<file path="src/rtl/regfile_wb_queue.sv">
// In-order writeback commit queue feeding the flip-flop register file ports.
// Optional forwarding lookup enabled by defining REGFILE_WB_QUEUE_FWD_EN.
module regfile_wb_queue #(
    parameter int unsigned DATA_WIDTH     = 64,
    parameter int unsigned NR_WRITE_PORTS = 2,
    parameter int unsigned DEPTH          = 8,
    parameter bit          DROP_X0        = 1'b1
`ifdef REGFILE_WB_QUEUE_FWD_EN
    ,
    parameter int unsigned NR_READ_PORTS  = 2
`endif
) (
    input  logic                                          clk_i,
    input  logic                                          rst_i,
    input  logic [NR_WRITE_PORTS-1:0]                     in_valid_i,
    input  logic [NR_WRITE_PORTS-1:0][4:0]                in_waddr_i,
    input  logic [NR_WRITE_PORTS-1:0][DATA_WIDTH-1:0]     in_wdata_i,
    output logic                                          in_ready_o,
    input  logic                                          stall_i,
    output logic [NR_WRITE_PORTS-1:0][4:0]                waddr_o,
    output logic [NR_WRITE_PORTS-1:0][DATA_WIDTH-1:0]     wdata_o,
    output logic [NR_WRITE_PORTS-1:0]                     we_o,
    output logic [$clog2(DEPTH):0]                        count_o,
    output logic                                          empty_o,
    output logic                                          full_o
`ifdef REGFILE_WB_QUEUE_FWD_EN
    ,
    input  logic [NR_READ_PORTS-1:0][4:0]                 fwd_raddr_i,
    output logic [NR_READ_PORTS-1:0]                      fwd_hit_o,
    output logic [NR_READ_PORTS-1:0][DATA_WIDTH-1:0]      fwd_data_o
`endif
);

    localparam int unsigned PW = $clog2(DEPTH);
    localparam int unsigned CW = PW + 1;
    localparam logic [CW-1:0] DEPTH_C = CW'(DEPTH);
    localparam logic [CW-1:0] LANES_C = CW'(NR_WRITE_PORTS);

    logic [4:0]            mem_addr [DEPTH];
    logic [DATA_WIDTH-1:0] mem_data [DEPTH];

    logic [PW-1:0] rd_ptr_q;
    logic [PW-1:0] wr_ptr_q;
    logic [CW-1:0] count_q;

    logic [NR_WRITE_PORTS-1:0] lane_ok;
    logic [CW-1:0]             lane_off [NR_WRITE_PORTS];
    logic [CW-1:0]             enq_cnt;
    logic [CW-1:0]             drain_cnt;

    // Registered count only: a pop this cycle does not free a slot early.
    assign in_ready_o = (DEPTH_C - count_q) >= LANES_C;
    assign count_o    = count_q;
    assign empty_o    = (count_q == '0);
    assign full_o     = (count_q == DEPTH_C);

    always_comb begin
        lane_ok = '0;
        enq_cnt = '0;
        for (int l = 0; l < NR_WRITE_PORTS; l++) begin
            lane_ok[l]  = in_valid_i[l] &&
                          !(DROP_X0 && in_waddr_i[l] == 5'd0);
            lane_off[l] = enq_cnt;
            enq_cnt     = enq_cnt + CW'(lane_ok[l]);
        end
        if (!in_ready_o) begin
            enq_cnt = '0;
        end
    end

    always_comb begin
        if (stall_i) begin
            drain_cnt = '0;
        end else if (count_q < LANES_C) begin
            drain_cnt = count_q;
        end else begin
            drain_cnt = LANES_C;
        end
    end

    always_comb begin
        we_o    = '0;
        waddr_o = '0;
        wdata_o = '0;
        for (int k = 0; k < NR_WRITE_PORTS; k++) begin
            if (CW'(k) < drain_cnt) begin
                we_o[k]    = 1'b1;
                waddr_o[k] = mem_addr[rd_ptr_q + PW'(k)];
                wdata_o[k] = mem_data[rd_ptr_q + PW'(k)];
            end
        end
    end

    always_ff @(posedge clk_i) begin
        if (rst_i) begin
            rd_ptr_q <= '0;
            wr_ptr_q <= '0;
            count_q  <= '0;
        end else begin
            rd_ptr_q <= rd_ptr_q + drain_cnt[PW-1:0];
            wr_ptr_q <= wr_ptr_q + enq_cnt[PW-1:0];
            count_q  <= count_q + enq_cnt - drain_cnt;
        end
    end

    // Storage carries no reset; occupancy alone defines what is live.
    always_ff @(posedge clk_i) begin
        for (int l = 0; l < NR_WRITE_PORTS; l++) begin
            if (in_ready_o && lane_ok[l]) begin
                mem_addr[wr_ptr_q + lane_off[l][PW-1:0]] <= in_waddr_i[l];
                mem_data[wr_ptr_q + lane_off[l][PW-1:0]] <= in_wdata_i[l];
            end
        end
    end

`ifdef REGFILE_WB_QUEUE_FWD_EN
    // Walk oldest to youngest so the last match wins.
    always_comb begin
        fwd_hit_o  = '0;
        fwd_data_o = '0;
        for (int r = 0; r < NR_READ_PORTS; r++) begin
            for (int i = 0; i < DEPTH; i++) begin
                if (CW'(i) < count_q &&
                    mem_addr[rd_ptr_q + PW'(i)] == fwd_raddr_i[r] &&
                    !(DROP_X0 && fwd_raddr_i[r] == 5'd0)) begin
                    fwd_hit_o[r]  = 1'b1;
                    fwd_data_o[r] = mem_data[rd_ptr_q + PW'(i)];
                end
            end
        end
    end
`endif

    hold_while_blocked: assert property (
        @(posedge clk_i) disable iff (rst_i)
        (!in_ready_o && |in_valid_i) |=>
        ($stable(in_valid_i) && $stable(in_waddr_i) &&
         $stable(in_wdata_i)));

endmodule

</file>
<file path="config.mk">
export PLATFORM = sky130hd
export DESIGN_NAME = regfile_wb_queue
export DESIGN_NICKNAME = d
export VERILOG_FILES = /design/src/rtl/regfile_wb_queue.sv
export SDC_FILE = /design/constraint.sdc
export NUM_CORES = 1
export LEC_CHECK = 0
export CAP_MARGIN = 20
export CELL_PAD_IN_SITES_DETAIL_PLACEMENT = 1
export CELL_PAD_IN_SITES_GLOBAL_PLACEMENT = 1
export CORE_ASPECT_RATIO = 0.5
export CORE_MARGIN = 2
export CORE_UTILIZATION = 51
export DETAILED_ROUTE_END_ITERATION = 12
export PLACE_DENSITY = 0.91
export SETUP_SLACK_MARGIN = 0.1
export SLEW_MARGIN = 20
export SYNTH_ARGS = -nofsm -noshare
export SYNTH_HDL_FRONTEND = slang
export SYNTH_SLANG_ARGS = --single-unit
</file>
<file path="constraint.sdc">
create_clock -name clk_i -period 8.67 [get_ports clk_i]
set_input_delay 2.601 -clock clk_i [delete_from_list [all_inputs] [get_ports clk_i]]
set_output_delay 2.601 -clock clk_i [all_outputs]
set_load 0.1 [all_outputs]
</file>
* Word level (Yosys, flattened, before mapping)
Memories as Yosys holds them, arrays and structs flattened. A register that Yosys moved wholly into a read port is not among the register bits.
Cells that the tools add are included.
** Storage, ports and cells
- Bits in registers :: 10
- Input port bits :: 143
- Word-level logic and storage cells :: 42
- Memory bits (writable) :: 552
- Memories :: 2
- Output and inout bits :: 147
** Operators by class
- Reduce and logical (&&, ||, !) cells :: 9
- Add/sub/neg operators :: 8
- Muxes and demuxes :: 15
- Eq/ne operators :: 1
- Order comparisons :: 4
** Memory list
- mem_data :: depth 8, width 64, read ports 2, clocked after memory_dff 1, wr ports 2, line 40 : logic [DATA_WIDTH-1:0] mem_data [DEPTH];
- mem_addr :: depth 8, width 5, read ports 2, clocked after memory_dff 1, wr ports 2, line 39 : logic [4:0] mem_addr [DEPTH];
** Operators by type and width (count)
- 64-bit two-way mux :: 2
- 4-bit two-way mux :: 3
- 5-bit zero test :: 2
- 5-bit two-way mux :: 2
- 1-bit by 4-bit < comparator with 1-bit output (first input constant) :: 2
- 3-bit adder :: 2
- 1-bit two-way mux :: 6
- 3-bit two-way mux :: 2
- 4-bit adder :: 1
- 4-bit equality test (second input constant) :: 1
- 4-bit by 2-bit >= comparator with 1-bit output (second input constant) :: 1
- 1-bit logical AND :: 4
- 4-bit zero test :: 1
- 4-bit by 2-bit < comparator with 1-bit output (second input constant) :: 1
- 4-bit subtractor :: 1
- 4-bit subtractor (first input constant) :: 1
- 3-bit by 1-bit adder with 3-bit output :: 1
- 3-bit by 1-bit adder with 3-bit output (second input constant) :: 1
- 1-bit by 1-bit adder with 2-bit output :: 1
- 1-bit zero test :: 2

* Logic depth before layout (Yosys ltp)
Gate-level depths: netlist (run 1).
- Depth in word-level cells :: 7
- Gate-level depth with buffers :: 13
- Mapped depth without buffers :: 13

* Worst setup path after synthesis (run 1)
No wires, ideal clock.
- Kind :: in2out
- Start point :: input port stall_i
- End point :: output port waddr_o[5] (netlist bit)
- Path slack :: 1.321 ns
- Data arrival time :: 4.748 ns
- Stages :: 4
- Buffers on the path :: 2
- Required time :: 6.069 ns
- Cell sequence :: or2_2 clkbuf_1 clkbuf_1 a21oi_1
** RTL lines
- from (decl) :: line 19 : input logic stall_i,
- to (decl) :: line 20 : output logic [NR_WRITE_PORTS-1:0][4:0] waddr_o,

* Final worst setup path (run 1)
- Start point :: input port stall_i
- End point :: output port we_o[1]
** Between the ends
- Cells in the longest elaborated chain, start to end :: 3
** Ends and longest elaborated chain
- 4-bit two-way mux :: line 72 : if (stall_i) begin
- 1-bit by 4-bit < comparator with 1-bit output :: line 86 : if (CW'(k) < drain_cnt) begin
- 1-bit two-way mux :: line 86
- to (decl) :: line 22 : output logic [NR_WRITE_PORTS-1:0] we_o,
Every way passes these cells.

==> metrics.txt, run 1 <==
# TYPE chip_impl_metric gauge
chip_impl_info{name="result_of_the_run",value="complete, no violations"} 1
chip_impl_metric{name="post_cts.resized_instances",unit=""} 0
chip_impl_metric{name="grt-ovfl-total",unit=""} 0
chip_impl_metric{name="ir_drop",unit="mV"} 0.2565
chip_impl_metric{name="synth_seq_cells",unit=""} 562
chip_impl_metric{name="clock_latency",unit="ns"} 0.66
chip_impl_metric{name="fill_cell_instance_count_of_the_final_layout",unit=""} 5991
chip_impl_info{name="cts_tree",value="done"} 1
chip_impl_metric{name="synth_edf_count",unit=""} 552
chip_impl_info{name="synth_flop_cell",value="sky130_fd_sc_hd__edfxtp_1"} 1
chip_impl_metric{name="placeableCoreArea",unit="um^2"} 67400
chip_impl_metric{name="hpwl",unit="um"} 64470
chip_impl_metric{name="rows",unit=""} 67
chip_impl_metric{name="synthesis.instances",unit=""} 1993
chip_impl_metric{name="timing.final.crit_share",unit="%"} 87.38
chip_impl_metric{name="horiz_die_dim",unit="um"} 374.5
chip_impl_info{name="cts-root-buf",value="sky130_fd_sc_hd__clkbuf_16"} 1
chip_impl_metric{name="portBuffers",unit=""} 289
chip_impl_metric{name="clk_pin_slew_worst_paths",unit="ns"} 0.07
chip_impl_metric{name="synthesis.area",unit="um^2"} 35000
chip_impl_metric{name="largest_net_degree_at_the_start_of_global_routing",unit=""} 141
chip_impl_metric{name="drt_iter0_markers",unit=""} 3779
chip_impl_metric{name="timing.final.ws_setup",unit="ns"} 1.094
chip_impl_info{name="whs_endpoint",value="wr_ptr_q[2]"} 1
chip_impl_metric{name="cts_hold_buffers",unit=""} 0
chip_impl_metric{name="p_sw_share",unit="%"} 48.03
chip_impl_metric{name="power_density",unit="nW/um^2"} 366.3
chip_impl_metric{name="pre_cts_slack",unit="ns"} 1.285
chip_impl_metric{name="antenna_found_initial",unit=""} 26
chip_impl_metric{name="clock_path_buffers",unit=""} 3
chip_impl_metric{name="design.final.nets",unit=""} 2380
chip_impl_metric{name="fin_crit",unit="ns"} 7.576
chip_impl_metric{name="net_count_after_synthesis",unit=""} 2153
chip_impl_metric{name="power.combinational.fraction",unit="%"} 54.7
chip_impl_metric{name="die-height",unit="um"} 189.2
chip_impl_info{name="rsz0062_at_grt",value="false"} 1
chip_impl_metric{name="cts_setup_buffers",unit=""} 0
chip_impl_info{name="worstReg2RegStart",value="count_o[1]"} 1
chip_impl_metric{name="worstPathMaxFanout",unit=""} 28
chip_impl_metric{name="synth_async_sr_flop_share",unit="%"} 0
chip_impl_metric{name="synth.yosys.seq_area_share",unit="%"} 47.93
chip_impl_metric{name="netlist-cell-type-count",unit=""} 35
chip_impl_info{name="start_kind",value="primary input"} 1
chip_impl_metric{name="internal-power",unit="mW"} 7.612
chip_impl_metric{name="wirelength",unit="um"} 134500
chip_impl_metric{name="pleak",unit="nW"} 13.85
chip_impl_metric{name="first_pass_iters",unit=""} 5
chip_impl_metric{name="grt_pass1_wl",unit="um"} 176600
chip_impl_metric{name="worstPathArrival",unit="ns"} 4.97
chip_impl_metric{name="cts.sink_count",unit=""} 562
chip_impl_metric{name="power_frac_clock",unit="%"} 16.5
chip_impl_metric{name="fin_setup_tns",unit="ns"} 0
chip_impl_metric{name="report.final.hold_viol_count",unit=""} 0
chip_impl_metric{name="drv.max_cap_violation_count",unit=""} 0
chip_impl_metric{name="seq_cell_area",unit="um^2"} 16790
chip_impl_metric{name="total_power",unit="mW"} 14.65
chip_impl_metric{name="netSwitchingPower",unit="mW"} 7.034
chip_impl_info{name="worst_r2r_endpoint",value="mem_data[2][23]"} 1
chip_impl_metric{name="initial_utilization",unit="%"} 51.93
chip_impl_info{name="worst-setup-path-type",value="in -> out"} 1
chip_impl_metric{name="final_cells",unit=""} 3188
chip_impl_metric{name="hold-path-cell-count",unit=""} 2
chip_impl_metric{name="total_routing_usage_reported_by_global_routing",unit="%"} 34.02
chip_impl_metric{name="placedCellCount",unit=""} 3060
chip_impl_metric{name="route.vias.total",unit=""} 23690
chip_impl_metric{name="via_count_of_the_first_global_routing_pass",unit=""} 24990
chip_impl_metric{name="maxSlewHeadroom",unit="%"} 24.27
chip_impl_metric{name="flow.area_growth_from_synthesis",unit="%"} 14.23
chip_impl_metric{name="reg2reg_depth",unit=""} 9
chip_impl_metric{name="dieArea",unit="um^2"} 70870
chip_impl_info{name="hold_path.startpoint",value="wr_ptr_q[2]"} 1
chip_impl_info{name="timing.critical_path.to_type",value="output port"} 1
chip_impl_metric{name="finalSetupViolCount",unit=""} 0
chip_impl_metric{name="worst-r2r-setup-slack",unit="ns"} 4.45
chip_impl_metric{name="place_congestion",unit=""} 0.7669
chip_impl_metric{name="boundaryPins",unit=""} 290
chip_impl_metric{name="max_slew.worst_pin.slew",unit="ns"} 1.133
chip_impl_metric{name="drc",unit=""} 0
chip_impl_metric{name="multiInputGateArea",unit="um^2"} 17270
chip_impl_metric{name="clock-skew-final",unit="ns"} 0.01732
chip_impl_info{name="hold_path.class",value="reg -> reg"} 1
chip_impl_metric{name="htree_levels",unit=""} 2
chip_impl_metric{name="share_of_cells_above_drive_strength_1",unit="%"} 49.03
chip_impl_metric{name="tritoncts.num_buffers",unit=""} 54
chip_impl_metric{name="yosysWarningCount",unit=""} 0
chip_impl_metric{name="wire_per_inst",unit="um"} 42.20
chip_impl_metric{name="drt-vias-per-instance",unit=""} 7.431
chip_impl_metric{name="maxSlewViolCount",unit=""} 0
chip_impl_metric{name="power.sequential.fraction",unit="%"} 28.7
chip_impl_metric{name="drtAntennaViolNets",unit=""} 0
chip_impl_metric{name="synthesis.area_per_instance",unit="um^2"} 17.56
chip_impl_metric{name="cp.required",unit="ns"} 6.07
chip_impl_metric{name="timing.fmax",unit="MHz"} 132.0
-- power groups by stage --
stage	combinational, mW	clock [mW]	sequential, mW
5_1_grt	8.10	2.47	4.22
2_1_floorplan	5.61	0	4.09
4_1_cts	7.73	2.34	4.14
3_3_place_gp	7.35	0	4.04
6_report	8.02	2.42	4.21
3_5_place_dp	7.56	0	4.14
-- cell usage after synthesis, types with 13 or more instances --
library cell	count	area (um^2)
sky130_fd_sc_hd__inv_1	15	56.30
sky130_fd_sc_hd__edfxtp_1	552	16580
sky130_fd_sc_hd__a21oi_1	70	350.3
sky130_fd_sc_hd__buf_6	56	630.6
sky130_fd_sc_hd__mux2i_1	69	690.7
sky130_fd_sc_hd__mux2_4	552	8288
sky130_fd_sc_hd__clkbuf_1	63	236.5
sky130_fd_sc_hd__mux4_2	276	6216
sky130_fd_sc_hd__ha_1	13	162.7
sky130_fd_sc_hd__nand2_1	141	529.3
sky130_fd_sc_hd__buf_1	30	112.6
sky130_fd_sc_hd__nor2_1	75	281.5
-- area by class of cell --
class / instances / area share, %
Multi-Input combinational cell: 1256 / 43.19
Sequential cell: 562 / 41.99
Timing Repair Buffer: 331 / 7.673
Clock buffer: 73 / 3.611
Tap cell: 897 / 2.807
Clock inverter: 25 / 0.4131
Antenna cell: 29 / 0.1815
Inverter: 15 / 0.1408
-- sequential cells by signal, summed over array words and instances, names as in the netlist --
register  flops
rd_ptr_q      3
count_o       4
wr_ptr_q      3
mem_data    512
mem_addr     40
-- worst max-delay path, cell delays in order --
cell	delay, ns
sky130_fd_sc_hd__clkdlybuf4s50_1	0.48
sky130_fd_sc_hd__or2_4	0.52
sky130_fd_sc_hd__inv_1	0.16
sky130_fd_sc_hd__clkdlybuf4s50_1	1.18
-- routing by layer --
layer	track usage, %	part of all wire, %	up-vias
li1	-	-	8514
met1	39.24	33	12080
met2	57.19	48	2327
met3	6.985	11	764
met4	24.36	8.7	4
met5	0	0.019	-
-- how the worst max path moves through the flow --
stage / startpoint / endpoint / slack (ns) / depth (start not counted)
after floorplan: stall_i / waddr_o[5] / 1.32 / 4
after global placement: stall_i / we_o[1] / 1.30 / 4
after detailed placement: stall_i / we_o[1] / 1.28 / 4
after CTS: stall_i / we_o[1] / 1.24 / 4
after global routing: stall_i / we_o[1] / 1.09 / 4
final: stall_i / we_o[1] / 1.09 / 4
-- through the flow --
| step | hold slack [ns] | utilization, % | instance area (um^2) |
|---|---|---|---|
| global placement | 0.6313 | 56.79 | 38270 |
| CTS | 0.7307 | 59.17 | 39880 |
| finish | 0.7505 | 59.32 | 39980 |
| floorplan | 0.5866 | - | 35000 |
| detailed placement | 0.6418 | 56.79 | 38270 |
| global route | 0.7492 | 59.32 | 39980 |
-- kinds of logic after synthesis --
family / after synthesis / synth area share (%)
xor+xnor: 10 / 0.2502
compound gates: 81 / 1.244
flops: 562 / 47.93
other cells: 1 / 0.01071
mux: 897 / 43.41
fa+ha+maj: 17 / 0.6935
simple gates: 250 / 3.342
buf+inv: 175 / 3.117
-- layout by cell type (no fill, tap or decap), types with 3 or more instances in the layout --
master	n
sky130_fd_sc_hd__mux4_2	276
sky130_fd_sc_hd__diode_2	29
sky130_fd_sc_hd__mux2_4	552
sky130_fd_sc_hd__inv_1	15
sky130_fd_sc_hd__nand2_1	141
sky130_fd_sc_hd__clkbuf_1	18
sky130_fd_sc_hd__a21oi_1	70
sky130_fd_sc_hd__ha_1	12
sky130_fd_sc_hd__edfxtp_1	552
sky130_fd_sc_hd__nor4_4	9
sky130_fd_sc_hd__clkbuf_16	55
sky130_fd_sc_hd__o21bai_4	8
sky130_fd_sc_hd__buf_12	15
sky130_fd_sc_hd__mux2i_1	69
sky130_fd_sc_hd__clkinv_1	11
sky130_fd_sc_hd__nand3b_1	3
sky130_fd_sc_hd__buf_4	165
sky130_fd_sc_hd__dfxtp_1	7
sky130_fd_sc_hd__clkinv_2	11
sky130_fd_sc_hd__dfxtp_4	3
sky130_fd_sc_hd__xnor2_1	4
sky130_fd_sc_hd__nor2_1	75
sky130_fd_sc_hd__clkdlybuf4s50_1	150
sky130_fd_sc_hd__xor2_1	4
sky130_fd_sc_hd__nor2b_1	5
sky130_fd_sc_hd__fa_1	4
(Power assumes the default switching activity.)
==> run 2: changes to the inputs <==
SLEW_MARGIN = 10   (was 20)
==> results of run 2 <==
The final DEF is identical to that of run 1; final timing and power are the same.
